==> config.mk <==
export PLATFORM = sky130hd
export DESIGN_NAME = mux2_rr_arbiter_flat
export DESIGN_NICKNAME = d
export VERILOG_FILES = /design/src/rtl/mux2_rr_arbiter_if.sv /design/src/rtl/mux2_rr_arbiter.sv /design/src/flat_wrapper.sv
export SDC_FILE = /design/constraint.sdc
export NUM_CORES = 1
export LEC_CHECK = 0
export ABC_AREA = 1
export CORE_AREA = 8 8 45 47
export DETAILED_ROUTE_END_ITERATION = 7
export DIE_AREA = 0 0 53 55
export MAX_ROUTING_LAYER = met4
export PLACE_DENSITY_LB_ADDON = 0.2
export SLEW_MARGIN = 10
export SYNTH_ARGS = -nofsm -noshare
export SYNTH_HDL_FRONTEND = slang
export SYNTH_SLANG_ARGS = --single-unit
export TNS_END_PERCENT = 20
==> constraint.sdc <==
create_clock -name clk -period 1.2 [get_ports clk]
set_input_delay 0.12 -clock clk [delete_from_list [all_inputs] [get_ports clk]]
set_output_delay 0.12 -clock clk [all_outputs]
set_load 0.1 [all_outputs]
==> src/rtl/mux2_rr_arbiter_if.sv <==
// Bundle of the two requester channels and the output channel of mux2_rr_arbiter.
// The master side is the producers plus the consumer; the slave side is the arbiter.
interface mux2_rr_arbiter_if #(
  parameter int N = 4
);
  logic [N-1:0] in_0;
  logic         in_0_valid;
  logic         in_0_ready;
  logic [N-1:0] in_1;
  logic         in_1_valid;
  logic         in_1_ready;
  logic [N-1:0] out;
  logic         out_valid;
  logic         out_ready;
  logic         sel;

  modport master (
    output in_0, in_0_valid, in_1, in_1_valid, out_ready,
    input  in_0_ready, in_1_ready, out, out_valid, sel
  );

  modport slave (
    input  in_0, in_0_valid, in_1, in_1_valid, out_ready,
    output in_0_ready, in_1_ready, out, out_valid, sel
  );
endinterface

==> src/rtl/mux2_rr_arbiter.sv <==
// Two-requester round-robin (or fixed-priority) arbiter that steers a 2:1 mux
// into a one-entry registered output stage and reports the winning source.
module mux2_rr_arbiter #(
  parameter int N         = 4,
  parameter bit PRIO_MODE = 1'b0
) (
  input logic               clk,
  input logic               rst,
  mux2_rr_arbiter_if.slave  bus
);

  typedef enum logic {EMPTY, FULL} state_t;

  state_t       state;
  state_t       state_next;
  logic [N-1:0] out_q;
  logic         sel_q;
  logic         load;
  logic         grant;
  logic         accept;
  logic [N-1:0] mux_word;

  assign bus.out       = out_q;
  assign bus.sel       = sel_q;
  assign bus.out_valid = (state == FULL);

  assign load = (state == EMPTY) || bus.out_ready;

  // sel doubles as the round-robin pointer: on a tie the other source wins.
  always_comb begin
    grant = 1'b0;
    if (bus.in_0_valid && bus.in_1_valid) begin
      grant = PRIO_MODE ? 1'b0 : ~sel_q;
    end else if (bus.in_1_valid) begin
      grant = 1'b1;
    end
  end

  // Readies stay low during reset so nothing is accepted in the release cycle.
  assign bus.in_0_ready = !rst && load && bus.in_0_valid && (grant == 1'b0);
  assign bus.in_1_ready = !rst && load && bus.in_1_valid && (grant == 1'b1);
  assign accept         = bus.in_0_ready || bus.in_1_ready;
  assign mux_word       = grant ? bus.in_1 : bus.in_0;

  always_comb begin
    state_next = state;
    case (state)
      EMPTY: if (accept) state_next = FULL;
      FULL:  if (bus.out_ready && !accept) state_next = EMPTY;
      default: state_next = EMPTY;
    endcase
  end

  always_ff @(posedge clk or posedge rst) begin
    if (rst) begin
      state <= EMPTY;
      out_q <= '0;
      sel_q <= 1'b1;
    end else begin
      state <= state_next;
      if (accept) begin
        out_q <= mux_word;
        sel_q <= grant;
      end
    end
  end

endmodule

==> src/flat_wrapper.sv <==
// flat-port wrapper written by rule: the top's interface ports become plain ports
module mux2_rr_arbiter_flat 
#(
  parameter int N         = 4,
  parameter bit PRIO_MODE = 1'b0
)
  (clk, rst, bus_in_0, bus_in_0_valid, bus_in_1, bus_in_1_valid, bus_out_ready, bus_in_0_ready, bus_in_1_ready, bus_out, bus_out_valid, bus_sel);
  mux2_rr_arbiter_if #(.N(N)) bus_i ();
  input logic clk;
  input logic rst;
  input wire logic [$bits(bus_i.in_0)-1:0] bus_in_0;
  input wire logic [$bits(bus_i.in_0_valid)-1:0] bus_in_0_valid;
  input wire logic [$bits(bus_i.in_1)-1:0] bus_in_1;
  input wire logic [$bits(bus_i.in_1_valid)-1:0] bus_in_1_valid;
  input wire logic [$bits(bus_i.out_ready)-1:0] bus_out_ready;
  output wire logic [$bits(bus_i.in_0_ready)-1:0] bus_in_0_ready;
  output wire logic [$bits(bus_i.in_1_ready)-1:0] bus_in_1_ready;
  output wire logic [$bits(bus_i.out)-1:0] bus_out;
  output wire logic [$bits(bus_i.out_valid)-1:0] bus_out_valid;
  output wire logic [$bits(bus_i.sel)-1:0] bus_sel;
  assign bus_i.in_0 = bus_in_0;
  assign bus_i.in_0_valid = bus_in_0_valid;
  assign bus_i.in_1 = bus_in_1;
  assign bus_i.in_1_valid = bus_in_1_valid;
  assign bus_i.out_ready = bus_out_ready;
  assign bus_in_0_ready = bus_i.in_0_ready;
  assign bus_in_1_ready = bus_i.in_1_ready;
  assign bus_out = bus_i.out;
  assign bus_out_valid = bus_i.out_valid;
  assign bus_sel = bus_i.sel;
  mux2_rr_arbiter #(.N(N), .PRIO_MODE(PRIO_MODE)) u_core (.clk(clk), .rst(rst), .bus(bus_i));
endmodule
# [After elaboration in Yosys (flattened, before gate mapping)]
# Index checks and enable logic that the tools add are counted.
[classes] bitwise_logic=3 n_mux=6 n_reduce_logical=11
[ops] cell="1-bit logical AND" n=7
[ops] cell="1-bit 2-to-1 mux" n=4
[ops] cell="4-bit 2-to-1 mux" n=1
[ops] cell="1-bit NOT" n=3
[ops] cell="1-bit logical NOT" n=2
[ops] cell="1-bit logical OR" n=2
[ops] cell="1-bit one-hot mux with 2 select lines" n=1
[totals] register_bits=6 wordCells=23 input_bits=13

# [Depth between registers and ports, before layout]
# Gate-level depths: netlist (run 1).
[logic_depth] word_depth=10 mapped_depth=6 ltp_nobuf=6

# [Worst setup path after synthesis (run 1)]
# Ideal clock, no wire load.
[synth_timing] path_kind="register to output" startpoint="register u_core.state (netlist: u_core.bus.out_valid)" endpoint="output bus_in_0_ready" path_buffers=0 required_ns=1.080 setup_slack_ns=-1.382 arrival_time_ns=2.462 path_stages_with_launch=4 path_cell_list="dfrtp_1 > nand2_1 > nand3_1 > nor2_1"
[synth_via] elab_chain_len=5
[synth_lines] item="from (decl)" line="mux2_rr_arbiter.sv:14" source="state_t state;"
[synth_lines] item="from (signal assigned)" line="mux2_rr_arbiter.sv:60" source="state <= state_next;"
[synth_lines] item="1-bit NOT" line="mux2_rr_arbiter.sv:27" source="assign load = (state == EMPTY) || bus.out_ready;"
[synth_lines] item="1-bit logical OR" line="mux2_rr_arbiter.sv:27"
[synth_lines] item="1-bit logical AND (3 in series)" line="mux2_rr_arbiter.sv:40" source="assign bus.in_0_ready = !rst && load && bus.in_0_valid && (grant == 1'b0);"
[synth_lines] item="to (decl)" line="flat_wrapper.sv:16" source="output wire logic [$bits(bus_i.in_0_ready)-1:0] bus_in_0_ready;"
# No other way between the ends.

# [Worst setup path after layout (run 1)]
[layout_timing] startpoint="register u_core.sel_q (netlist: u_core.bus.sel)" endpoint="output bus_in_1_ready"
[layout_via] elab_chain_len=3
[layout_lines] item="from (decl)" line="mux2_rr_arbiter.sv:17" source="logic sel_q;"
[layout_lines] item="from (signal assigned)" line="mux2_rr_arbiter.sv:63" source="sel_q <= grant;"
[layout_lines] item="1-bit NOT" line="mux2_rr_arbiter.sv:33" source="grant = PRIO_MODE ? 1'b0 : ~sel_q;"
[layout_lines] item="1-bit 2-to-1 mux" line="mux2_rr_arbiter.sv:32" source="if (bus.in_0_valid && bus.in_1_valid) begin"
[layout_lines] item="1-bit logical AND" line="mux2_rr_arbiter.sv:41" source="assign bus.in_1_ready = !rst && load && bus.in_1_valid && (grant == 1'b1);"
[layout_lines] item="to (decl)" line="flat_wrapper.sv:17" source="output wire logic [$bits(bus_i.in_1_ready)-1:0] bus_in_1_ready;"
# No other way between the ends.

==> impl_metrics.csv, run 1 <==
group,metric,value,unit
power,power_density,1600,nW/µm²
clocking,cts_max_path_buffers,2,
layout,seq_area,156,µm²
layout,areaGrowthSynthToFinish,141,%
clocking,cts_tree,"built",
yosys,ys_ff_latch,6,
worst_setup_path,path_cells,"nand2_4 > nand2_4 > inv_4 > nand2_4 > clkinvlp_4 > buf_12",
clocking,clk_latency,0.25,ns
yosys,syn-num-nets,60,
layout,fillers,124,
worst_setup_path,path_depth,6,
status,status,"finished with violations",
worst_setup_path,startpoint_type,"flop",
layout,multiInputGateArea,199,µm²
worst_setup_path,crit_path_start,"u_core.bus.sel",
routing,viasPerCell,4.20,
layout,final_core_util,58.7,%
die,dieArea,2920,µm²
routing,dr.pass1.iters,4,
yosys,synth.yosys.seq_area_share,45.0,%
die,die_height,55,µm
power,irDropWorstVdd,866,µV
timing,layout_setup_ws,-0.289,ns
clocking,cts_sinks,6,
yosys,synth_cell_types,11,
job,cap_violations,0,
worst_setup_path,critPathMaxFanout,2,
timing,hold_viol,0,
worst_setup_path,cp.arrival,1.37,ns
power,p_leak,0.407,nW
die,io_pins,21,
worst_setup_path,reg2reg_depth,8,
timing,worst_clock_skew,0.0107,ns
clocking,cts_buffers,3,
layout,n_antenna_cell,0,
layout,nets,98,
hold_path,hp-class,"in -> async",
worst_setup_path,worstPathRequired,1.08,ns
clocking,holdBufCountCts,0,
worst_setup_path,crit_end,"bus_in_1_ready",
worst_setup_path,end_kind,"primary output",
routing,totalWireLength,1.01,mm
worst_setup_path,max_stage_delay,0.62,ns
timing,final-setup-viol-count,8,
clocking,path_clk_slew,0.05,ns
timing,period_share,124,%
layout,drive_gt1_share,42.9,%
timing,slew_headroom,85.2,%
die,initial_core_util,24.3,%
global_routing,grt_pass1_vias,450,
global_routing,grt_max_degree,7,
worst_setup_path,r2r-end,"u_core.bus.out[1]",
placement,portBuffers,20,
die,rows,14,
routing,vias,420,
global_routing,grt_pass1_wl,1.79,mm
global_routing,grtUsageTotal,8.76,%
timing,drv_slew,0,
status,violations,"setup timing",
power,power.total,1.30,mW
yosys,postSynthAreaPerCell,7.16,µm²
worst_setup_path,reg2reg_from,"u_core.bus.sel",
timing,rsz0062_at_grt,"yes",
worst_setup_path,path_class,"reg -> out",
timing,fin_crit,1.49,ns
worst_setup_path,critPathBufInv,3,
placement,place.gp.congestion,0.784,
clocking,cts_root_buf,"clkbuf_4",
timing,timing.fmax,0.671,GHz
routing,remaining_drc_errors,0,
global_routing,antenna_found_initial,0,
die,core,1380,µm²
worst_setup_path,crit_slowest_cell,"dfstp_4",
yosys,synth_cells,47,
global_routing,grt_overflow,0,
placement,hpwl,835,µm
timing,worst_pin_slew,0.222,ns
yosys,ys_warn_count,0,
routing,antenna_left,0,
worst_setup_path,r2r_setup_slack,-0.17,ns
routing,wl_per_cell,10.1,µm
worst_setup_path,worst_path_most_repeated_cell,"nand2_4",
die,dieWidth,53,µm
worst_setup_path,critical_path.top_delay_family,"flip-flops",
routing,first_iter_violations,7,
clocking,htree_levels,1,
yosys,synthesis.area,337,µm²
==> cell type report <==
type / instances / share of cell area, %
tap: 16 / 2.47
inverter: 5 / 3.08
sequential: 6 / 19.3
multi-input combinational: 36 / 24.5
timing repair buffer: 33 / 47.5
clock buffer: 4 / 3.24
==> worst min-delay path by stage <==
stage                      endpoint  slack (ns)  cells past startpoint  startpoint
2_1_floorplan     u_core.bus.out[0]       -0.07                      1         rst
3_3_place_gp   u_core.bus.out_valid        0.46                      3         rst
3_5_place_dp   u_core.bus.out_valid        0.47                      3         rst
4_1_cts        u_core.bus.out_valid        0.21                      3         rst
5_1_grt        u_core.bus.out_valid        0.24                      3         rst
6_report       u_core.bus.out_valid        0.21                      3         rst
==> tightest hold or removal path: cells and delay by family <==
| kind | cells | cell delay, ns |
|---|---|---|
| buffers and inverters | 3 | 0.66 |
==> routing by layer <==
metal	wire [µm]	up-vias	part of all wire, %	track usage, %
li1	-	221	-	-
met2	462	22	46	12.9
met5	0	-	0	-
met4	42	0	4.2	10.3
met3	71	4	7.0	2.14
met1	434	173	43	8.76
==> Yosys cell counts, drive strengths merged <==
| cell | number | area (µm²) |
|---|---|---|
| nand3 | 10 | 50.1 |
| dfstp | 1 | 26.3 |
| nor2 | 1 | 3.75 |
| inv | 5 | 18.8 |
| dfrtp | 5 | 125 |
| a21oi | 2 | 13.8 |
| nand2 | 23 | 98.8 |
==> power by group <==
part / switching, mW / internal [mW] / total, mW
Clock: 0.0754 / 0.126 / 0.202
Combinational: 0.479 / 0.314 / 0.793
Sequential: 0.0460 / 0.257 / 0.303
==> layout by cell type, fill, tap and decap left out <==
master / count
clkdlybuf4s50_1: 12
nand3_2: 3
clkinvlp_4: 1
inv_1: 3
a21oi_2: 1
nand3_1: 7
clkbuf_4: 3
dfrtp_1: 4
nor2_4: 1
buf_12: 8
a21oi_1: 1
dfrtp_2: 1
nand2_1: 20
clkbuf_1: 1
buf_6: 2
buf_4: 11
inv_4: 1
nand2_4: 3
dfstp_4: 1
==> stage by stage <==
step | setup slack [ns] | hold WS (ns) | instances | instance area [µm²] | TNS [ns]
floorplan | -0.467 | -0.0731 | 47 | 363 | -1.74
global placement | -0.104 | 0.465 | 93 | 738 | -0.612
detailed placement | -0.126 | 0.475 | 93 | 738 | -0.698
CTS | -0.301 | 0.210 | 99 | 795 | -0.943
global route | -0.345 | 0.237 | 100 | 812 | -1.78
finish | -0.289 | 0.209 | 100 | 812 | -1.32
==> what timing repair did <==
item | CTS | global route
pin swaps | 2 | 2
setup endpoints to repair | 3 | 9
gates resized for setup | 4 | 2
hold endpoints to repair | 0 | 0
setup buffers | 2 | 1
==> registers in the layout (all words and copies together), names as in the netlist <==
name and count:
u_core.bus.out 4, u_core.bus.out_valid 1, u_core.bus.sel 1
==> logic make-up (layout without fill, tap and decap cells) <==
family,after synthesis,count (layout),synth area share (%)
compound gates,2,2,4.09
simple gates,34,34,45.4
buf+inv,5,42,5.57
flops,6,6,45.0
Power figures use the tool's default switching activity.
==> run 2, diff against run 1 <==
Clock period 1.2 ns to 1.4 ns, I/O delays scaled along.
==> run 2 against run 1 <==
The run still ends with setup timing left. Via count down 4.8%. Critical path depth is the same. Non-clock buffer count decreased by 4. Cell count is 4.0% lower. Core utilization decreased by 3.8 points. Setup slack gained 0.17 ns. Cell area is 6.5% lower. Combinational power down 18%.
==> impl_metrics.csv, run 2 (synthesized netlist as in run 1, its figures left out) <==
group,metric,value,unit
status,status,"finished with violations",
status,violations,"setup timing",
global_routing,grt_max_degree,8,
worst_setup_path,startpoint_type,"flop",
worst_setup_path,path_class,"reg -> out",
worst_setup_path,worstPathRequired,1.26,ns
worst_setup_path,reg2reg_depth,7,
clocking,clk_latency,0.25,ns
layout,final_core_util,54.9,%
die,rows,14,
worst_setup_path,critPathMaxFanout,2,
timing,final-setup-viol-count,2,
timing,rsz0062_at_grt,"yes",
routing,totalWireLength,919,µm
clocking,path_clk_slew,0.05,ns
placement,hpwl,795,µm
global_routing,grtUsageTotal,8.07,%
job,cap_violations,0,
routing,dr.pass1.iters,2,
clocking,cts_root_buf,"clkbuf_4",
global_routing,top_usage_layer,"met2",
placement,place.gp.congestion,0.774,
timing,worst_pin_slew,0.225,ns
layout,largest_register_ffs,4,
routing,antenna_left,0,
clocking,cts_buffers,3,
global_routing,grt_pass1_wl,1.68,mm
clocking,cts_sinks,6,
layout,final_cell_mix,"nand2_1, clkdlybuf4s50_1, nand3_1",
routing,remaining_drc_errors,0,
layout,areaGrowthSynthToFinish,126,%
power,power_density,1440,nW/µm²
die,die_height,55,µm
routing,vias,400,
timing,timing.fmax,0.657,GHz
global_routing,use_met3,1.87,%
timing,slew_headroom,85.0,%
die,dieWidth,53,µm
global_routing,use_met2,11.3,%
timing,hold_viol,0,
die,initial_core_util,24.3,%
layout,drive_gt1_share,36.3,%
clocking,htree_levels,1,
power,power.total,1.09,mW
placement,dp_slack,0.0428,ns
worst_setup_path,cp.arrival,1.38,ns
timing,layout_setup_ws,-0.121,ns
worst_setup_path,end_kind,"primary output",
timing,drv_slew,0,
timing,fin_crit,1.52,ns
power,irDropWorstVdd,590,µV
global_routing,antenna_found_initial,0,
routing,viasPerCell,4.17,
clocking,cts_max_path_buffers,2,
global_routing,grt_pass1_vias,422,
global_routing,grt_overflow,0,
layout,layout_commonest_cell,"nand2_1",
clocking,cts_tree,"built",
die,core,1380,µm²
layout,n_antenna_cell,0,
layout,nets,94,
die,dieArea,2920,µm²
timing,period_share,109,%
timing,worst_clock_skew,0.00875,ns
power,p_leak,0.381,nW
die,io_pins,21,
clocking,holdBufCountCts,0,
global_routing,met1_usage,8.73,%
routing,first_iter_violations,3,
timing,whs,0.202,ns
placement,portBuffers,20,
routing,wl_per_cell,9.57,µm
hold_path,hp-class,"in -> async",
## run 2: cell types whose count changed in the layout (fill, tap and decap cells not counted)
| cell | before | now |
|---|---|---|
| nand3_1 | 7 | 10 |
| buf_4 | 11 | 9 |
| buf_6 | 2 | 0 |
| nand3_2 | 3 | 0 |
## run 2: timing repair
item	in CTS	in global routing
buffers inserted	2	0
resized for setup	1	0
pin swaps	1	0
endpoints found under the setup margin	2	2
## run 2: area by class of cell
class | count | area, µm²
inverters | 5 | 25.0
multi-input cells | 36 | 184
repair buffers | 29 | 348
well taps | 16 | 20.0
fillers | 134 | 624
flip-flops and latches | 6 | 156
clock buffers | 4 | 26.3
## run 2: power by group
part           internal (mW)  switching, mW  total [mW]
registers              0.220         0.0391       0.259
logic                  0.252          0.402       0.654
clock network          0.108         0.0708       0.179
## run 2: worst paths after layout
path / from / endpoint / slack, ns
max in group asynchronous: rst / u_core.bus.sel / 1.00
hold reg to reg: u_core.bus.out[0] / u_core.bus.out[0] / 0.55
hold / removal: rst / u_core.bus.out[1] / 0.20
min in group clk: bus_in_0[1] / u_core.bus.out[1] / 0.52
setup / recovery: u_core.bus.sel / bus_in_1_ready / -0.12
setup reg to reg: u_core.bus.sel / u_core.bus.out[2] / 0.12
## run 2: routing by layer
metal  wire length [µm]  up-vias
met3                 71        3
met2                405       19
met1                418      164
met5                  0        -
li1                   -      214
met4                 23        0
## run 2: critical path, stage by stage (launching register included)
cell and delay (ns):
dfstp_4 0.63, nand2_4 0.05, nand2_4 0.07, inv_4 0.05
nand2_4 0.07, clkinvlp_4 0.09, buf_12 0.17
## run 2: through the flow
stage / area [µm²] / TNS, ns / std cells
after CTS: 759 / -0.192 / 96
after floorplan: 363 / -0.567 / 47
after global routing: 759 / -0.254 / 96
after detailed placement: 716 / 0 / 90
final: 759 / -0.185 / 96
after global placement: 716 / 0 / 90
